$ cat config.mk
export PLATFORM = sky130hd
export DESIGN_NAME = imem_loader
export DESIGN_NICKNAME = d
export VERILOG_FILES = /design/src/rtl/imem_loader.sv
export SDC_FILE = /design/constraint.sdc
export NUM_CORES = 1
export LEC_CHECK = 0
export ABC_AREA = 1
export BUFFER_PORTS_ARGS = -buffer_cell sky130_fd_sc_hd__buf_2
export CORE_UTILIZATION = 55
export CTS_BUF_LIST = sky130_fd_sc_hd__clkbuf_16
export DETAILED_ROUTE_END_ITERATION = 10
export PLACE_DENSITY = 0.9
export SKIP_CTS_REPAIR_TIMING = 1
export SLEW_MARGIN = 20
export SYNTH_ARGS = -nofsm -noshare
export SYNTH_HDL_FRONTEND = slang
export SYNTH_SLANG_ARGS = --single-unit
export TNS_END_PERCENT = 1
$ cat constraint.sdc
create_clock -name clk -period 3.4 [get_ports clk]
set_clock_uncertainty 0.05 [all_clocks]
set_input_delay 0.51 -clock clk [delete_from_list [all_inputs] [get_ports clk]]
set_output_delay 0.51 -clock clk [all_outputs]
set_load 0.01 [all_outputs]
$ cat src/rtl/imem_loader.sv
// imem_loader: boot-time instruction-memory loader.
// Takes a little-endian byte stream over valid/ready, packs 32-bit words and writes
// them to sequential word addresses. Holds the core in reset until the load finishes,
// and flags words whose opcode the main decoder cannot execute.
module imem_loader #(
  parameter int unsigned ADDR_W = 8
) (
  input  logic              clk,
  input  logic              rst,
  input  logic              start,
  input  logic [ADDR_W:0]   n_words,
  input  logic              in_valid,
  input  logic [7:0]        in_data,
  output logic              in_ready,
  output logic              imem_we,
  output logic [ADDR_W-1:0] imem_addr,
  output logic [31:0]       imem_wdata,
  output logic              core_rst,
  output logic              busy,
  output logic              done,
  output logic              bad_op,
  output logic [ADDR_W-1:0] bad_idx
);

  localparam logic [1:0] StIdle  = 2'd0;
  localparam logic [1:0] StRecv  = 2'd1;
  localparam logic [1:0] StWrite = 2'd2;
  localparam logic [1:0] StDone  = 2'd3;

  // Memory capacity in words, also the clamp for oversize load requests.
  localparam logic [ADDR_W:0] MaxWords = {1'b1, {ADDR_W{1'b0}}};

  // Opcodes the single-cycle core's main control decoder understands.
  localparam logic [6:0] OpLoad   = 7'b0000011;
  localparam logic [6:0] OpStore  = 7'b0100011;
  localparam logic [6:0] OpRType  = 7'b0110011;
  localparam logic [6:0] OpBranch = 7'b1100011;
  localparam logic [6:0] OpImm    = 7'b0010011;
  localparam logic [6:0] OpJal    = 7'b1101111;

  logic [1:0]        state_q,    state_d;
  logic [ADDR_W:0]   count_q,    count_d;
  logic [ADDR_W-1:0] idx_q,      idx_d;
  logic [1:0]        byte_cnt_q, byte_cnt_d;
  logic [23:0]       lane_q,     lane_d;
  logic [ADDR_W-1:0] addr_q,     addr_d;
  logic [31:0]       wdata_q,    wdata_d;
  logic              bad_op_q,   bad_op_d;
  logic [ADDR_W-1:0] bad_idx_q,  bad_idx_d;

  logic start_ok;
  logic accept;
  logic last_word;
  logic op_ok;

  function automatic logic opcode_supported(input logic [6:0] op);
    logic ok;
    ok = 1'b0;
    case (op)
      OpLoad, OpStore, OpRType, OpBranch, OpImm, OpJal: ok = 1'b1;
      default:                                          ok = 1'b0;
    endcase
    return ok;
  endfunction

  // Handshake qualifiers and word-level decisions shared by the next-state logic.
  always_comb begin
    start_ok  = start && ((state_q == StIdle) || (state_q == StDone));
    accept    = in_valid && (state_q == StRecv);
    last_word = ({1'b0, idx_q} == (count_q - 1'b1));
    op_ok     = opcode_supported(wdata_q[6:0]);
  end

  // Next-state logic for the load sequencer and its datapath registers.
  always_comb begin
    state_d    = state_q;
    count_d    = count_q;
    idx_d      = idx_q;
    byte_cnt_d = byte_cnt_q;
    lane_d     = lane_q;
    addr_d     = addr_q;
    wdata_d    = wdata_q;
    bad_op_d   = bad_op_q;
    bad_idx_d  = bad_idx_q;

    case (state_q)
      StIdle, StDone: begin
        if (start_ok) begin
          count_d    = (n_words > MaxWords) ? MaxWords : n_words;
          idx_d      = '0;
          byte_cnt_d = 2'd0;
          bad_op_d   = 1'b0;
          bad_idx_d  = '0;
          state_d    = (n_words == '0) ? StDone : StRecv;
        end
      end

      StRecv: begin
        if (accept) begin
          byte_cnt_d = byte_cnt_q + 2'd1;
          case (byte_cnt_q)
            2'd0: lane_d[7:0]   = in_data;
            2'd1: lane_d[15:8]  = in_data;
            2'd2: lane_d[23:16] = in_data;
            default: begin
              // Top byte goes straight into the write register so the whole word
              // and its address are stable for the single write cycle.
              wdata_d = {in_data, lane_q};
              addr_d  = idx_q;
              state_d = StWrite;
            end
          endcase
        end
      end

      StWrite: begin
        if (!op_ok) begin
          bad_op_d = 1'b1;
          // Only the first offending word is reported.
          if (!bad_op_q) begin
            bad_idx_d = idx_q;
          end
        end
        if (last_word) begin
          state_d = StDone;
        end else begin
          idx_d      = idx_q + 1'b1;
          byte_cnt_d = 2'd0;
          state_d    = StRecv;
        end
      end

      default: state_d = StIdle;
    endcase
  end

  // State and datapath registers; reset abandons any partial word.
  always_ff @(posedge clk or posedge rst) begin
    if (rst) begin
      state_q    <= StIdle;
      count_q    <= '0;
      idx_q      <= '0;
      byte_cnt_q <= 2'd0;
      lane_q     <= '0;
      addr_q     <= '0;
      wdata_q    <= '0;
      bad_op_q   <= 1'b0;
      bad_idx_q  <= '0;
    end else begin
      state_q    <= state_d;
      count_q    <= count_d;
      idx_q      <= idx_d;
      byte_cnt_q <= byte_cnt_d;
      lane_q     <= lane_d;
      addr_q     <= addr_d;
      wdata_q    <= wdata_d;
      bad_op_q   <= bad_op_d;
      bad_idx_q  <= bad_idx_d;
    end
  end

  // Output decode from the current state; address and data hold between writes.
  always_comb begin
    in_ready   = (state_q == StRecv);
    imem_we    = (state_q == StWrite);
    busy       = (state_q == StRecv) || (state_q == StWrite);
    done       = (state_q == StDone);
    core_rst   = (state_q != StDone);
    imem_addr  = addr_q;
    imem_wdata = wdata_q;
    bad_op     = bad_op_q;
    bad_idx    = bad_idx_q;
  end

endmodule

==> impl_metrics.py, run 1 <==
metrics = {
    "power": {
        "power.static_leakage_nw": 2.754,
        "power_per_cell_area_mw_per_mm2": 798.0,
        "vdd.ir_drop.worst_mv": 0.4439,
        "comb_power_share_pct": 34.1,
        "switching_fraction_of_total_power_pct": 39.31,
        "internal-power_w": 0.002460,
        "power.clock.fraction_pct": 24.6,
        "finalPower_w": 0.004054,
        "switching_component_of_the_power_w": 0.001594,
        "seq_power_share_pct": 41.2,
    },
    "setup_path": {
        "cpPeakStageDelay_ns": 0.78,
        "worstReg2RegStart": "state_q[1]$_DFFE_PP0P_",
        "cp_cell_sequence": "inv_1 > ha_1 > nand2_1 > inv_1 > nand2_2 > mux2_2",
        "worst-endpoint-required_ns": 3.58,
        "startpoint": "state_q[1]$_DFFE_PP0P_",
        "worst-path-max-fanout": 56,
        "crit_path_end_kind": "register",
        "crit_slowest_cell": "nand2_2",
        "worstPathBufferInverterCount": 2,
        "crit_family": "simple AND/OR/NAND/NOR gates",
        "cp_common_cell": "inv_1",
        "worstSetupStartpointType": "register",
        "cp.arrival_ns": 2.46,
        "timing.setup.critical_path_class": "register to register",
    },
    "clock_tree": {
        "clk_root_buffer_cell": "clkbuf_16",
        "worst_skew_pair.late_latency_ns": 0.34,
        "clock_tree.buffer_depth": 2,
        "cts_tree": "done",
        "htree_levels": 3,
        "cts-buffers-inserted": 9,
        "worst_setup_hold_path_clk_slew_ns": 0.07,
        "clock_sinks": 94,
    },
    "floorplanning": {
        "initial_utilization_pct": 58.13,
        "dieHeight_microns": 90.72,
        "top_level_ports": 75,
        "number_of_rows_in_the_core_area": 31,
        "die_area_sq_mm": 0.008230,
        "placeableCoreArea_sq_mm": 0.007447,
        "die_w_microns": 90.72,
    },
    "synthesis": {
        "synth_top_flop_cell": "dfrtp_1",
        "synth_top_cell_by_area": "dfrtp_1",
        "syn_area_per_cell_sq_um": 8.853,
        "seq_area_frac_synth_pct": 54.34,
        "synth.top_cell.area_share_pct": 54.34,
        "synth-async-reset-ratio_pct": 100.0,
        "synth.area.top_cells": "dfrtp_1 54%, nand2_1 12%, o21ai_0 6.2%",
        "synthesis.yosys.warnings": 0,
        "synth_cells": 489,
        "syn_nets": 520,
        "synth_seq_cells": 94,
        "synthesis.area_sq_mm": 0.004329,
        "netlist_top_cells_count": "143 x nand2_1, 94 x dfrtp_1, 54 x o21ai_0",
        "synth_cell_types": 27,
        "post_synth_edffs": 0,
        "synth_most_common_cell": "nand2_1",
    },
    "cells_and_area": {
        "antenna-diode-count": 0,
        "post-route-util_pct": 68.21,
        "post_layout_nets": 592,
        "drive_gt1_share_pct": 22.97,
        "flow.area_growth_from_synthesis_pct": 17.34,
    },
    "route": {
        "drt_wl_total_microns": 9910,
        "drt-vias-per-instance": 5.432,
        "antenna_left": 0,
        "first_pass_iteration_count_of_the_detailed_router": 5,
        "vias": 3612,
        "drt_iter0_markers": 251,
        "wl_per_cell_microns": 14.90,
        "number_of_design_rule_violations_left_after_detail_routing": 0,
    },
    "sta": {
        "maxSlewHeadroom_pct": 29.42,
        "timing_hold_violations_final": 0,
        "layout_min_cycle_time_ns": 2.279,
        "worstMarginPinSlew_ns": 1.055,
        "final-max-slew-violation-count": 0,
        "fin_ws_ns": 1.121,
        "setup_tns_ns": 0,
        "final_period_util_pct": 67.03,
        "worst_hold_slack_ns": 0.2860,
        "setup_viol_count_final": 0,
        "maxClockFrequency_ghz": 0.4388,
        "rsz0062_at_grt": "no",
    },
    "placement": {
        "place_hpwl_microns": 6876,
        "finalWeightedCongestion": 0.9523,
        "dp_worst_setup_slack_ns": 1.157,
        "portBuffers": 74,
    },
    "global_routing": {
        "globalRouteMet3Util_pct": 3.956,
        "wire_length_of_the_first_global_routing_pass_microns": 16950,
        "grt-busiest-layer": "met2",
        "via_count_of_the_first_global_routing_pass": 3613,
        "met1_usage_pct": 32.32,
        "groute.layer.met2.usage_pct": 44.63,
        "grt_remaining_overflow": 0,
        "pin_count_of_the_biggest_net_entering_global_routing": 57,
        "antenna_violations_before_repair": 0,
        "global_routing_usage_summed_across_all_routing_layers_pct": 25.97,
    },
    "status": {
        "run_status": "finished, final reports clean",
    },
    "worst_hold_path": {
        "timing.hold.worst.class": "primary input to async pin",
    },
    "run": {
        "drv_cap": 0,
    },
}
==> final timing paths <==
path,to,slack [ns],cells after the start
min in group clk,count_q[1]$_DFFE_PP0P_,0.38,3
hold reg to reg,imem_addr[3]$_DFFE_PP0P_,0.43,2
setup reg to reg,imem_wdata[4]$_DFFE_PP0P_,1.12,6
hold / removal,imem_wdata[17]$_DFFE_PP0P_,0.29,2
max in group asynchronous,idx_q[3]$_DFFE_PP0P_,2.29,3
setup / recovery,imem_wdata[4]$_DFFE_PP0P_,1.12,6
==> cell usage in the layout, fill, tap and decap left out, types with 3 or more instances in the layout <==
cell type / instances
clkbuf_16: 9
buf_2: 74
o22ai_1: 3
mux2_2: 24
nor2_2: 4
a21oi_1: 4
o21ai_1: 7
inv_1: 52
dfrtp_1: 94
o21ai_0: 54
nand2_1: 142
nand3_1: 36
nand2_2: 5
nor3_1: 3
ha_1: 10
nor2_1: 24
==> through the flow <==
stage          instance area [sq um]  instances
2_1_floorplan                   4329        489
3_3_place_gp                    4781        649
3_5_place_dp                    4781        649
4_1_cts                         5080        665
5_1_grt                         5080        665
6_report                        5080        665
==> cell type report <==
type | instances | area [sq um]
Fill cell | 587 | 2367
Sequential cell | 94 | 2352
Multi-Input combinational cell | 327 | 1710
Timing Repair Buffer | 75 | 390.4
Clock buffer | 9 | 225.2
Inverter | 54 | 203.9
Tap cell | 99 | 123.9
Clock inverter | 7 | 73.82
==> power groups by stage <==
stage / Sequential [W] / Combinational (W) / Clock [W]
2_1_floorplan: 0.00168 / 0.000924 / 0
3_3_place_gp: 0.00165 / 0.00129 / 0
3_5_place_dp: 0.00168 / 0.00136 / 0
4_1_cts: 0.00167 / 0.00139 / 0.00100
5_1_grt: 0.00171 / 0.00157 / 0.00105
6_report: 0.00167 / 0.00138 / 0.000999
==> cell families (layout without fill, tap and decap cells) <==
group | after synthesis | count (layout) | synth area share, %
compound gates | 71 | 71 | 8.844
fa+ha+maj | 10 | 10 | 2.890
mux | 24 | 24 | 6.243
simple gates | 219 | 219 | 20.87
buf+inv | 68 | 145 | 6.214
flops | 94 | 94 | 54.34
xor+xnor | 3 | 3 | 0.6070
==> per-layer routing <==
metal / wire (microns) / vias up
met5: 0 / -
met4: 288 / 0
met3: 539 / 30
met2: 5051 / 139
met1: 4031 / 1729
li1: - / 1714
==> registers in the layout (all words and copies together) (netlist names), 2 cells and up <==
register and flops:
imem_wdata 32, state_q 2, lane_q 24, count_q 9
imem_addr 8, bad_idx 8, byte_cnt_q 2, idx_q 8
Note: power is estimated with default switching activity, not from simulation.
==> run 2: changes to the inputs <==
--- a/config.mk
+++ b/config.mk
@@ -7,10 +7,10 @@
 export LEC_CHECK = 0
 export ABC_AREA = 1
 export BUFFER_PORTS_ARGS = -buffer_cell sky130_fd_sc_hd__buf_2
-export CORE_UTILIZATION = 55
+export CORE_UTILIZATION = 50
 export CTS_BUF_LIST = sky130_fd_sc_hd__clkbuf_16
 export DETAILED_ROUTE_END_ITERATION = 10
-export PLACE_DENSITY = 0.9
+export PLACE_DENSITY = 0.86
 export SKIP_CTS_REPAIR_TIMING = 1
 export SLEW_MARGIN = 20
 export SYNTH_ARGS = -nofsm -noshare
==> constraint.sdc (replaced) <==
create_clock -name clk -period 1.9 [get_ports clk]
set_clock_uncertainty 0.05 [all_clocks]
set_input_delay 0.285 -clock clk [delete_from_list [all_inputs] [get_ports clk]]
set_output_delay 0.285 -clock clk [all_outputs]
set_load 0.01 [all_outputs]
==> impl_metrics.py, run 2 (synthesis results as in run 1) <==
metrics = {
    "floorplanning": {
        "placeableCoreArea_sq_mm": 0.008299,
        "die_w_microns": 95.05,
        "initial_utilization_pct": 52.16,
        "top_level_ports": 75,
        "number_of_rows_in_the_core_area": 33,
        "dieHeight_microns": 95.05,
        "die_area_sq_mm": 0.009035,
    },
    "power": {
        "power.static_leakage_nw": 2.816,
        "power_per_cell_area_mw_per_mm2": 1427,
        "vdd.ir_drop.worst_mv": 0.7605,
    },
    "clock_tree": {
        "htree_levels": 3,
        "worst_skew_pair.late_latency_ns": 0.34,
        "cts_tree": "done",
        "worst_setup_hold_path_clk_slew_ns": 0.07,
        "clk_root_buffer_cell": "clkbuf_16",
        "clock_tree.buffer_depth": 2,
        "cts-buffers-inserted": 9,
        "clock_sinks": 94,
    },
    "global_routing": {
        "grt_remaining_overflow": 0,
        "pin_count_of_the_biggest_net_entering_global_routing": 34,
        "wire_length_of_the_first_global_routing_pass_microns": 16810,
        "antenna_violations_before_repair": 0,
        "via_count_of_the_first_global_routing_pass": 3582,
        "global_routing_usage_summed_across_all_routing_layers_pct": 24.56,
    },
    "sta": {
        "fin_ws_ns": 0.1136,
        "setup_viol_count_final": 0,
        "setup_tns_ns": 0,
        "layout_min_cycle_time_ns": 1.786,
        "final_period_util_pct": 94.02,
        "maxClockFrequency_ghz": 0.5598,
        "timing_hold_violations_final": 25,
        "worstMarginPinSlew_ns": 0.6411,
        "worst_hold_slack_ns": -0.02717,
        "maxSlewHeadroom_pct": 57.17,
        "final-max-slew-violation-count": 0,
    },
    "route": {
        "drt_iter0_markers": 216,
        "vias": 3578,
        "number_of_design_rule_violations_left_after_detail_routing": 0,
        "wl_per_cell_microns": 14.90,
        "drt-vias-per-instance": 5.246,
        "first_pass_iteration_count_of_the_detailed_router": 5,
        "antenna_left": 0,
        "drt_wl_total_microns": 10170,
    },
    "run": {
        "drv_cap": 0,
    },
    "cells_and_area": {
        "finish.instance_area_sq_mm": 0.005258,
        "largest_register_ff_count": 32,
        "post-route-util_pct": 63.35,
        "antenna-diode-count": 0,
        "drive_gt1_share_pct": 26.00,
        "post_layout_nets": 603,
        "flow.area_growth_from_synthesis_pct": 21.45,
        "most_frequent_standard_cell_in_the_layout_excluding_fill_and_tap_cells": "nand2_1",
        "mostFrequentLayoutCells": "141 x nand2_1, 94 x dfrtp_1, 74 x buf_2",
    },
    "setup_path": {
        "worst-endpoint-required_ns": 2.13,
        "timing.setup.critical_path_class": "register to register",
        "crit_family": "simple AND/OR/NAND/NOR gates",
        "worstSetupStartpointType": "register",
        "cp.arrival_ns": 2.02,
        "cpPeakStageDelay_ns": 0.41,
        "crit_path_end_kind": "register",
        "crit_slowest_cell": "dfrtp_1",
        "worst-path-max-fanout": 8,
        "worstPathBufferInverterCount": 1,
        "cp_common_cell": "nand2_1",
        "cp_cell_sequence": "inv_2 > ha_4 > nand2_1 > nor2_2 > nand3_1 > nand2_2 > nand3_1 > nor2_4 > nand2_4 > nand2_4 > nand2_1 > nand2_1",
    },
    "placement": {
        "place_hpwl_microns": 7336,
        "post_dp_cell_area_sq_mm": 0.004883,
        "finalWeightedCongestion": 0.8515,
        "portBuffers": 74,
        "dp_worst_setup_slack_ns": -0.0008803,
    },
    "status": {
        "violations": "hold timing",
        "run_status": "finished, violations left",
    },
    "worst_hold_path": {
        "timing.hold.worst.class": "primary input to async pin",
    },
}
[run 2: cell count changes in the layout (fill, tap and decap cells not counted), sizes merged]
| cell | previous run | this run |
|---|---|---|
| buf | 75 | 84 |
| clkinv | 5 | 2 |
| clkinvlp | 0 | 4 |
| nand2 | 147 | 148 |
[run 2: final timing paths]
kind                                           from                        to  slack, ns  cells after the start
setup / recovery             count_q[1]$_DFFE_PP0P_      idx_q[0]$_DFFE_PP0P_       0.11                     12
hold / removal                                  rst  imem_addr[7]$_DFFE_PP0P_      -0.03                      2
setup reg to reg             count_q[1]$_DFFE_PP0P_      idx_q[0]$_DFFE_PP0P_       0.11                     12
hold reg to reg            imem_addr[3]$_DFFE_PP0P_  imem_addr[3]$_DFFE_PP0P_       0.43                      2
max in group asynchronous                       rst    bad_idx[4]$_DFFE_PP0P_       1.25                      3
min in group clk                         n_words[0]    count_q[0]$_DFFE_PP0P_       0.11                      3
[run 2: report_power, final]
group	internal (W)	total [W]	switching, W
clock	0.000930	0.00180	0.000867
sequential	0.00257	0.00299	0.000419
combinational	0.00104	0.00272	0.00168
total	0.00454	0.00750	0.00297
[run 2: area by class of cell]
class                      count  area (sq um)
timing repair inverter         1         5.005
multi-input combinational    328          1774
clock inverter                 7         72.57
timing repair buffer          84         486.7
sequential                    94          2352
clock buffer                   9         225.2
inverter                      54         210.2
tap                          105         131.4
fill                         676          3042
[run 2: metal layers]
layer  track usage [%]  share of wire [%]
met4             9.217                2.6
met5                 0                  0
met2             43.82                 52
met3             4.067                4.2
met1             29.76                 41
[run 2: per-stage QoR]
stage	power (W)	cells	hold slack [ns]
CTS	0.007348	680	-0.005239
finish	0.007504	682	-0.02717
global route	0.008019	682	0.03786
floorplan	0.004655	489	0.3560
detailed placement	0.005532	664	0.3654
global placement	0.005392	664	0.3471
[run 2: worst register-to-register path, cell delays in order, from the launching register on]
cell and delay (ns):
dfrtp_1 0.41, inv_2 0.09, ha_4 0.15, nand2_1 0.10, nor2_2 0.12, nand3_1 0.09
nand2_2 0.08, nand3_1 0.11, nor2_4 0.17, nand2_4 0.10, nand2_4 0.11, nand2_1 0.06
nand2_1 0.08
==> run 3: changes to the inputs <==
--- a/config.mk
+++ b/config.mk
@@ -10,6 +10,7 @@
 export CORE_UTILIZATION = 50
 export CTS_BUF_LIST = sky130_fd_sc_hd__clkbuf_16
 export DETAILED_ROUTE_END_ITERATION = 10
+export GPL_TIMING_DRIVEN = 0
 export PLACE_DENSITY = 0.86
 export SKIP_CTS_REPAIR_TIMING = 1
 export SLEW_MARGIN = 20
==> impl_metrics.py, run 3 (synthesis results as in run 1) <==
metrics = {
    "status": {
        "run_status": "finished, violations left",
        "violations": "hold timing",
    },
    "clock_tree": {
        "clk_root_buffer_cell": "clkbuf_16",
        "worst_setup_hold_path_clk_slew_ns": 0.08,
        "cts-buffers-inserted": 9,
        "clock_tree.buffer_depth": 2,
        "htree_levels": 3,
        "worst_skew_pair.late_latency_ns": 0.34,
        "cts_tree": "done",
        "clock_sinks": 94,
    },
    "setup_path": {
        "cp_cell_sequence": "inv_1 > ha_4 > inv_1 > o22ai_1 > inv_1 > o21ai_0 > a21oi_1 > nand2_1 > nand2_1",
        "worstPathBufferInverterCount": 3,
        "worst-endpoint-required_ns": 2.13,
        "timing.reg2reg.worst_path_depth": 9,
        "crit_family": "compound AO/OA/AOI/OAI gates",
        "timing.critical_path.depth": 9,
        "cpPeakStageDelay_ns": 0.42,
        "cp_common_cell": "inv_1",
        "regToRegSetupSlack_ns": 0.05,
        "worstSetupStartpointType": "register",
        "crit_path_end_kind": "register",
        "worst-path-max-fanout": 5,
        "cp.arrival_ns": 2.07,
        "timing.setup.critical_path_class": "register to register",
        "crit_slowest_cell": "dfrtp_1",
    },
    "floorplanning": {
        "top_level_ports": 75,
        "die_area_sq_mm": 0.009035,
        "number_of_rows_in_the_core_area": 33,
        "die_w_microns": 95.05,
        "dieHeight_microns": 95.05,
        "initial_utilization_pct": 52.16,
        "placeableCoreArea_sq_mm": 0.008299,
    },
    "sta": {
        "setup_viol_count_final": 0,
        "maxSlewHeadroom_pct": 56.16,
        "maxClockFrequency_ghz": 0.5415,
        "worst_hold_slack_ns": -0.02788,
        "timing_hold_violations_final": 27,
        "final_period_util_pct": 97.20,
        "layout_min_cycle_time_ns": 1.847,
        "fin_ws_ns": 0.05322,
        "rsz0062_at_grt": "yes",
        "final-max-slew-violation-count": 0,
        "worstMarginPinSlew_ns": 0.6563,
        "setup_tns_ns": 0,
    },
    "route": {
        "drt-vias-per-instance": 5.331,
        "drt_wl_total_microns": 10570,
        "antenna_left": 0,
        "vias": 3705,
        "wl_per_cell_microns": 15.20,
        "drt_iter0_markers": 156,
        "first_pass_iteration_count_of_the_detailed_router": 4,
        "number_of_design_rule_violations_left_after_detail_routing": 0,
    },
    "cells_and_area": {
        "post_layout_nets": 616,
        "largest_register_ff_count": 32,
        "flow.area_growth_from_synthesis_pct": 24.48,
        "most_frequent_standard_cell_in_the_layout_excluding_fill_and_tap_cells": "nand2_1",
        "antenna-diode-count": 0,
        "mostFrequentLayoutCells": "140 x nand2_1, 93 x dfrtp_1, 76 x buf_2",
        "nFillCells": 630,
        "drive_gt1_share_pct": 27.29,
    },
    "run": {
        "drv_cap": 0,
    },
    "placement": {
        "portBuffers": 74,
        "place_hpwl_microns": 7636,
        "dp_worst_setup_slack_ns": -0.1883,
        "finalWeightedCongestion": 0.8803,
    },
    "power": {
        "vdd.ir_drop.worst_mv": 0.8170,
        "power_per_cell_area_mw_per_mm2": 1440,
        "power.static_leakage_nw": 2.873,
    },
    "worst_hold_path": {
        "timing.hold.worst.class": "primary input to async pin",
    },
    "global_routing": {
        "global_routing_usage_summed_across_all_routing_layers_pct": 24.75,
        "antenna_violations_before_repair": 0,
        "grt_remaining_overflow": 0,
        "wire_length_of_the_first_global_routing_pass_microns": 16980,
        "pin_count_of_the_biggest_net_entering_global_routing": 29,
        "via_count_of_the_first_global_routing_pass": 3722,
    },
}
run 3: cell types whose count changed in the layout (fill, tap and decap cells not counted), moves of 3 or more:
cell,before,now
buf_12,3,0
buf_16,0,3
clkbuf_1,0,5
buf_6,1,4
run 3: cell type report:
class                      count  area (sq um)  area share [%]
timing repair buffer          85         513.0           9.519
multi-input combinational    327          1768           32.81
clock inverter                 7         83.83           1.556
inverter                      54         215.2           3.993
clock buffer                   9         225.2           4.179
sequential                    94          2354           43.67
tap                          105         131.4           2.438
buffer                        14         98.84           1.834
run 3: worst register-to-register path, cell delays in order (launching register included):
cell     delay, ns
dfrtp_1       0.42
inv_1         0.11
ha_4          0.27
inv_1         0.15
o22ai_1       0.11
inv_1         0.12
o21ai_0       0.20
a21oi_1       0.21
nand2_1       0.07
nand2_1       0.07
run 3: final timing paths:
| kind | start | end |
|---|---|---|
| worst min-delay path | rst | imem_wdata[31]$_DFFE_PP0P_ |
| max in group asynchronous | rst | bad_idx[6]$_DFFE_PP0P_ |
| min in group clk | n_words[6] | count_q[6]$_DFFE_PP0P_ |
| worst max-delay path | state_q[0]$_DFFE_PP0P_ | state_q[1]$_DFFE_PP0P_ |
| worst min register to register | imem_addr[5]$_DFFE_PP0P_ | imem_addr[5]$_DFFE_PP0P_ |
| worst max register to register | state_q[0]$_DFFE_PP0P_ | state_q[1]$_DFFE_PP0P_ |
run 3: stage by stage:
step           hold WS (ns)  cells  utilization [%]  total power, W  area [sq um]
5_1_grt             0.03330    695            64.93        0.008209          5389
6_report           -0.02788    695            64.93        0.007762          5389
2_1_floorplan        0.3560    489                -        0.004655          4333
3_3_place_gp         0.4125    668            58.25        0.005331          4835
4_1_cts            -0.01248    687            62.97        0.007370          5226
3_5_place_dp         0.3558    671            59.25        0.005508          4917
run 3: report_power, final:
group	switching, W	leakage [nW]	internal [W]
clock network	0.000904	0.152	0.000952
logic	0.00175	1.46	0.00117
registers	0.000413	1.26	0.00257
total	0.00307	2.87	0.00470
run 3: routing by layer:
layer  routed length, microns  global-route usage, %  up-vias  share of wire (%)
met3                      675                  4.386       24                6.4
met2                     5455                  44.54      145                 52
met5                        0                      0        -                  0
met1                     4129                  28.53     1769                 39
met4                      304                  11.49        0                2.9
li1                         -                      -     1767                  -
